`config.mk`:
```
export PLATFORM = sky130hd
export DESIGN_NAME = rank_score_arbiter_flat
export DESIGN_NICKNAME = d
export VERILOG_FILES = /design/src/rtl/rank_score_arbiter_if.sv /design/src/rtl/rank_score_arbiter.sv /design/src/flat_wrapper.sv
export SDC_FILE = /design/constraint.sdc
export NUM_CORES = 1
export LEC_CHECK = 0
export ABC_AREA = 0
export CORE_UTILIZATION = 53
export DETAILED_ROUTE_END_ITERATION = 6
export GPL_TIMING_DRIVEN = 0
export PLACE_DENSITY = 0.8
export SLEW_MARGIN = 40
export SYNTH_ARGS = -nofsm -noshare
export SYNTH_HDL_FRONTEND = slang
export SYNTH_SLANG_ARGS = --single-unit
```
`constraint.sdc`:
```
create_clock -name clk -period 10.1 [get_ports clk]
set_input_delay 2.02 -clock clk [delete_from_list [all_inputs] [get_ports clk]]
set_output_delay 2.02 -clock clk [all_outputs]
set_load 0.05 [all_outputs]
```
`src/rtl/rank_score_arbiter_if.sv`:
```
// rtl/rank_score_arbiter_if.sv - score strobes in, winning-rank result out over valid/ready
interface rank_score_arbiter_if #(
    parameter int NUM_RANKS   = 13,
    parameter int SCORE_WIDTH = 11,
    parameter int IDX_WIDTH   = $clog2(NUM_RANKS)
);
    logic                             frame_start;
    logic [NUM_RANKS*SCORE_WIDTH-1:0] scores_flat;
    logic [NUM_RANKS-1:0]             score_done;
    logic [IDX_WIDTH-1:0]             rank_out;
    logic [SCORE_WIDTH-1:0]           best_score;
    logic [SCORE_WIDTH-1:0]           margin;
    logic                             no_match;
    logic                             rank_valid;
    logic                             rank_ready;
    logic                             overrun;

    modport master (
        output frame_start, scores_flat, score_done, rank_ready,
        input  rank_out, best_score, margin, no_match, rank_valid, overrun
    );

    modport slave (
        input  frame_start, scores_flat, score_done, rank_ready,
        output rank_out, best_score, margin, no_match, rank_valid, overrun
    );
endinterface

```
`src/rtl/rank_score_arbiter.sv`:
```
// rtl/rank_score_arbiter.sv - latches per-rank mismatch scores, serially picks the lowest, presents it
module rank_score_arbiter #(
    parameter int NUM_RANKS        = 13,
    parameter int SCORE_WIDTH      = 11,
    parameter int REJECT_THRESHOLD = 300,
    parameter int IDX_WIDTH        = $clog2(NUM_RANKS)
) (
    input  logic                clk,
    input  logic                rst,
    rank_score_arbiter_if.slave bus
);
    localparam int CNT_WIDTH = $clog2(NUM_RANKS + 1);

    typedef enum logic [1:0] {COLLECT, SCAN, PRESENT} state_t;

    state_t                 state_q, state_d;
    logic [NUM_RANKS-1:0]   pending_q, pending_d;
    logic [SCORE_WIDTH-1:0] score_q [NUM_RANKS];
    logic [SCORE_WIDTH-1:0] score_d [NUM_RANKS];
    logic [CNT_WIDTH-1:0]   scan_idx_q, scan_idx_d;
    logic [SCORE_WIDTH-1:0] best_q, best_d, second_q, second_d;
    logic [IDX_WIDTH-1:0]   best_idx_q, best_idx_d;
    logic [IDX_WIDTH-1:0]   rank_out_q, rank_out_d;
    logic [SCORE_WIDTH-1:0] best_score_q, best_score_d, margin_q, margin_d;
    logic                   no_match_q, no_match_d;
    logic                   rank_valid_q, rank_valid_d;
    logic                   overrun_q, overrun_d;
    logic [SCORE_WIDTH-1:0] cur_score;
    logic                   accept, collecting;

    always_comb begin
        state_d      = state_q;
        pending_d    = pending_q;
        for (int i = 0; i < NUM_RANKS; i++) score_d[i] = score_q[i];
        scan_idx_d   = scan_idx_q;
        best_d       = best_q;
        second_d     = second_q;
        best_idx_d   = best_idx_q;
        rank_out_d   = rank_out_q;
        best_score_d = best_score_q;
        margin_d     = margin_q;
        no_match_d   = no_match_q;
        rank_valid_d = rank_valid_q;
        overrun_d    = overrun_q;
        cur_score    = '0;

        accept     = (state_q == PRESENT) && rank_valid_q && bus.rank_ready;
        collecting = (state_q == COLLECT) || bus.frame_start;

        // A new frame starts from an empty mask; its own strobes still count.
        if (bus.frame_start || accept) pending_d = '0;
        if (collecting) begin
            for (int i = 0; i < NUM_RANKS; i++) begin
                if (bus.score_done[i]) begin
                    score_d[i]   = bus.scores_flat[i*SCORE_WIDTH +: SCORE_WIDTH];
                    pending_d[i] = 1'b1;
                end
            end
        end else if (|bus.score_done) begin
            overrun_d = 1'b1;
        end

        for (int i = 0; i < NUM_RANKS; i++) begin
            if (scan_idx_q == CNT_WIDTH'(i)) cur_score = score_q[i];
        end

        if (bus.frame_start) begin
            state_d      = COLLECT;
            rank_valid_d = 1'b0;
        end else begin
            case (state_q)
                COLLECT: begin
                    if (&pending_d) begin
                        state_d    = SCAN;
                        scan_idx_d = '0;
                        best_d     = '1;
                        second_d   = '1;
                        best_idx_d = '0;
                    end
                end
                SCAN: begin
                    // One extra step after the last rank moves the finished result to the outputs.
                    if (scan_idx_q == CNT_WIDTH'(NUM_RANKS)) begin
                        state_d      = PRESENT;
                        rank_out_d   = best_idx_q;
                        best_score_d = best_q;
                        margin_d     = second_q - best_q;
                        no_match_d   = best_q > SCORE_WIDTH'(REJECT_THRESHOLD);
                        rank_valid_d = 1'b1;
                    end else begin
                        if (cur_score < best_q) begin
                            second_d   = best_q;
                            best_d     = cur_score;
                            best_idx_d = IDX_WIDTH'(scan_idx_q);
                        end else if (cur_score < second_q) begin
                            second_d = cur_score;
                        end
                        scan_idx_d = scan_idx_q + 1'b1;
                    end
                end
                PRESENT: begin
                    if (accept) begin
                        state_d      = COLLECT;
                        rank_valid_d = 1'b0;
                    end
                end
                default: state_d = COLLECT;
            endcase
        end
    end

    always_ff @(posedge clk or posedge rst) begin
        if (rst) begin
            state_q      <= COLLECT;
            pending_q    <= '0;
            for (int i = 0; i < NUM_RANKS; i++) score_q[i] <= '0;
            scan_idx_q   <= '0;
            best_q       <= '0;
            second_q     <= '0;
            best_idx_q   <= '0;
            rank_out_q   <= '0;
            best_score_q <= '0;
            margin_q     <= '0;
            no_match_q   <= 1'b0;
            rank_valid_q <= 1'b0;
            overrun_q    <= 1'b0;
        end else begin
            state_q      <= state_d;
            pending_q    <= pending_d;
            for (int i = 0; i < NUM_RANKS; i++) score_q[i] <= score_d[i];
            scan_idx_q   <= scan_idx_d;
            best_q       <= best_d;
            second_q     <= second_d;
            best_idx_q   <= best_idx_d;
            rank_out_q   <= rank_out_d;
            best_score_q <= best_score_d;
            margin_q     <= margin_d;
            no_match_q   <= no_match_d;
            rank_valid_q <= rank_valid_d;
            overrun_q    <= overrun_d;
        end
    end

    assign bus.rank_out   = rank_out_q;
    assign bus.best_score = best_score_q;
    assign bus.margin     = margin_q;
    assign bus.no_match   = no_match_q;
    assign bus.rank_valid = rank_valid_q;
    assign bus.overrun    = overrun_q;
endmodule

```
`src/flat_wrapper.sv`:
```
// flat-port wrapper written by rule: the top's interface ports become plain ports
module rank_score_arbiter_flat 
#(
    parameter int NUM_RANKS        = 13,
    parameter int SCORE_WIDTH      = 11,
    parameter int REJECT_THRESHOLD = 300,
    parameter int IDX_WIDTH        = $clog2(NUM_RANKS)
)
  (clk, rst, bus_frame_start, bus_scores_flat, bus_score_done, bus_rank_ready, bus_rank_out, bus_best_score, bus_margin, bus_no_match, bus_rank_valid, bus_overrun);
  rank_score_arbiter_if #(.NUM_RANKS(NUM_RANKS), .SCORE_WIDTH(SCORE_WIDTH), .IDX_WIDTH(IDX_WIDTH)) bus_i ();
  input  logic clk;
  input  logic rst;
  input wire logic [$bits(bus_i.frame_start)-1:0] bus_frame_start;
  input wire logic [$bits(bus_i.scores_flat)-1:0] bus_scores_flat;
  input wire logic [$bits(bus_i.score_done)-1:0] bus_score_done;
  input wire logic [$bits(bus_i.rank_ready)-1:0] bus_rank_ready;
  output wire logic [$bits(bus_i.rank_out)-1:0] bus_rank_out;
  output wire logic [$bits(bus_i.best_score)-1:0] bus_best_score;
  output wire logic [$bits(bus_i.margin)-1:0] bus_margin;
  output wire logic [$bits(bus_i.no_match)-1:0] bus_no_match;
  output wire logic [$bits(bus_i.rank_valid)-1:0] bus_rank_valid;
  output wire logic [$bits(bus_i.overrun)-1:0] bus_overrun;
  assign bus_i.frame_start = bus_frame_start;
  assign bus_i.scores_flat = bus_scores_flat;
  assign bus_i.score_done = bus_score_done;
  assign bus_i.rank_ready = bus_rank_ready;
  assign bus_rank_out = bus_i.rank_out;
  assign bus_best_score = bus_i.best_score;
  assign bus_margin = bus_i.margin;
  assign bus_no_match = bus_i.no_match;
  assign bus_rank_valid = bus_i.rank_valid;
  assign bus_overrun = bus_i.overrun;
  rank_score_arbiter #(.NUM_RANKS(NUM_RANKS), .SCORE_WIDTH(SCORE_WIDTH), .REJECT_THRESHOLD(REJECT_THRESHOLD), .IDX_WIDTH(IDX_WIDTH)) u_core (.clk(clk), .rst(rst), .bus(bus_i));
endmodule
```
==> results_dict.tcl <==
set metrics [dict create \
    outcome "completed" \
    cts.sinks 217 \
    cp-startpoint "u_core.scan_idx_q[1]" \
    rrSetupSlack_ps 4710 \
    ctsHoldBuffers 0 \
    synth_top_area_share_pct 51.0 \
    dr.pass1.iters 7 \
    critical_path.endpoint "u_core.best_q[3]" \
    worstReg2RegStart "u_core.scan_idx_q[1]" \
    critPathCaptureType "flop" \
    gp_congestion 0.916 \
    total_power_mw 2.73 \
    start_kind "flop" \
    grt_first_pass_wirelength_um 48100 \
    arrival_ps 5830 \
    intPower_mw 1.90 \
    clockPowerShare_pct 35.3 \
    post_cts_resized 0 \
    nNetsFinal 1377 \
    grtUsageTotal_pct 30.8 \
    power_frac_comb_pct 26.1 \
    insertion_delay_ps 520 \
    hold_violations 0 \
    synthesis.instances 965 \
    die_area_um2 20600 \
    critPathMaxStageDelay_ps 650 \
    ant_nets 0 \
    fp.dieW_um 144 \
    dp_hpwl_um 22600 \
    routedWlPerCell_um 20.9 \
    p_leak_nw 5.88 \
    drcViolationCount 0 \
    yosys-top-cells-count "dfrtp_1, mux2_2, nand2_1" \
    synth_seq_cells 217 \
    reg2regPathDepth 20 \
    swShare_pct 30.3 \
    p_switching_mw 0.827 \
    grt_overflow 0 \
    r2r_end "u_core.best_q[3]" \
    drv_cap 0 \
    antenna_found_initial 0 \
    max-vdd-ir-drop_v 0.000126 \
    worst-path-max-fanout 10 \
    die_h_um 144 \
    area_delta_synth_final_pct 29.9 \
    synth_area_leaders "dfrtp_1, mux2_2, nand2_1" \
    syn_area_um2 10600 \
    p_per_area_nw_per_um2 197 \
    syn_area_per_cell_um2 11.0 \
    first_iter_violations 887 \
    slowest_stage "o31ai_1" \
    cts_buffers 24 \
    grt_pass1_vias 8891 \
    tightest_slew_ps 853 \
    path_clk_slew_ps 60 \
    slew_headroom_pct 43.1 \
    crit_type "flop to flop" \
    holdCritPathClass "flop to flop" \
    cp.required_ps 10540 \
    max_freq_ghz 0.186 \
    numPortBuffers 188 \
    fin_skew_ps 7.58 \
    synthesis.nets 1160 \
    postCtsSetupBuffers 0 \
    drive_gt1_share_pct 17.3 \
    rsz0062_at_grt "no" \
    wl_um 30600 \
    clk_path_buf_depth 3 \
    n_antenna_cell 0 \
    synth_top_area_cell "dfrtp_1" \
    period_share_pct 53.4 \
    cts_tree "built" \
    yosysUniqueCellTypes 64 \
    start_util_pct 54.3 \
    cpMostUsedCell "a21oi_1" \
    fin_crit_ps 5390 \
    vias 8747 \
    io_pins 189 \
    clockRootBuffer "clkbuf_16" \
    coreArea_um2 19600 \
    seqPwrFrac_pct 38.6 \
    worstPathCellList "inv_1 > ha_1 > clkbuf_1 > clkbuf_1 > nand2_1 > a21oi_1 > a21oi_1 > o211ai_1 > a21oi_1 > o31ai_1 > ha_1 > o21ai_0 > nor2_1 > nor3_1 > o21ai_0 > a21oi_1 > nand2_1 > a21oi_4 > buf_6 > mux2i_1" \
    grt_max_degree 60 \
    slew_viol_final 0 \
    finalSetupViolations 0 \
    async_flop_share_pct 100 \
    synth_edf_count 0 \
    cts-htree-levels 1 \
    final_core_util_pct 70.6 \
    row_count 51 \
    synth-seq-area-share_pct 51.0 \
    yosys_warnings 0 \
    ys.flop_type "dfrtp_1" \
    yosysMostFrequentCell "dfrtp_1" \
    via_per_inst 5.97 \
]
worst max-delay path, delay by kind of cell, from the launching register on:
family,cells,cell delay (ps)
adders and majority gates,2,710
and+or+nand+nor,4,470
buffers and inverters,4,1310
DFF,1,460
muxes,1,220
AOI/OAI and AO/OA,9,2130
cell type report:
cell class	instances	area, um^2
multi-input cells	662	4870
fillers	1408	5770
plain buffers	52	220
clock inverters	12	191
inverters	34	135
repair buffers	191	1960
flip-flops and latches	217	5430
clock buffers	31	678
well taps	265	332
layer usage:
metal / vias up / part of all wire, % / GRT usage [%]
met5: - / 0 / 0
met4: 0 / 3.8 / 12.1
met3: 89 / 7.6 / 5.90
met2: 432 / 48 / 51.4
met1: 4314 / 41 / 39.7
li1: 3912 / - / -
cells by family (layout without fill, tap and decap cells):
kind of cell / Yosys count / after routing / synth area share, %
AOI/OAI and AO/OA: 224 / 224 / 13.8
xor gates and xnor gates: 8 / 8 / 0.659
adders and majority gates: 35 / 35 / 4.19
buffers and inverters: 86 / 320 / 3.27
DFF: 217 / 217 / 51.0
muxes: 169 / 169 / 17.6
and+or+nand+nor: 226 / 226 / 9.47
metrics by stage:
| step | instances | setup slack [ps] | cell area [um^2] | hold slack [ps] | setup TNS (ps) |
|---|---|---|---|---|---|
| after floorplan | 965 | 2140 | 10600 | 432 | 0 |
| after global placement | 1418 | -516 | 12900 | 454 | -107910 |
| after detailed placement | 1421 | 4870 | 12900 | 460 | 0 |
| after CTS | 1464 | 4780 | 13800 | 476 | 0 |
| after global routing | 1464 | 4360 | 13800 | 499 | 0 |
| final | 1464 | 4710 | 13800 | 478 | 0 |
cells in the final DEF, fill, tap and decap left out, drive strengths merged, types with 13 or more instances in the layout:
cell type / count
o211ai: 15
nor2: 33
buf: 19
nand2: 131
mux2i: 24
o21ai: 55
o22ai: 18
mux2: 145
o31ai: 13
ha: 34
inv: 35
a21oi: 60
dfrtp: 217
clkbuf: 67
clkdlybuf4s50: 188
power groups by stage:
stage,combinational [mW],sequential (mW),clock [mW]
2_1_floorplan,0.438,1.06,0
3_3_place_gp,0.670,1.06,0
3_5_place_dp,0.697,1.06,0
4_1_cts,0.707,1.05,0.965
5_1_grt,0.776,1.06,1.00
6_report,0.710,1.05,0.963
how the worst min path moves through the flow:
stage / start / endpoint / cells past startpoint
floorplan: u_core.best_idx_q[3] / u_core.bus.rank_out[3] / 2
global placement: u_core.pending_q[0] / u_core.pending_q[0] / 2
detailed placement: u_core.pending_q[0] / u_core.pending_q[0] / 2
CTS: u_core.pending_q[0] / u_core.pending_q[0] / 2
global route: u_core.bus.overrun / u_core.bus.overrun / 1
finish: u_core.bus.margin[7] / u_core.bus.margin[7] / 2
sequential cells by signal (all words and copies together) (netlist names), 11 cells and up:
signal,count
u_core.bus.margin,11
u_core.score_q,143
u_core.second_q,11
u_core.best_q,11
u_core.pending_q,13
u_core.bus.best_score,11
(Power assumes the default switching activity.)
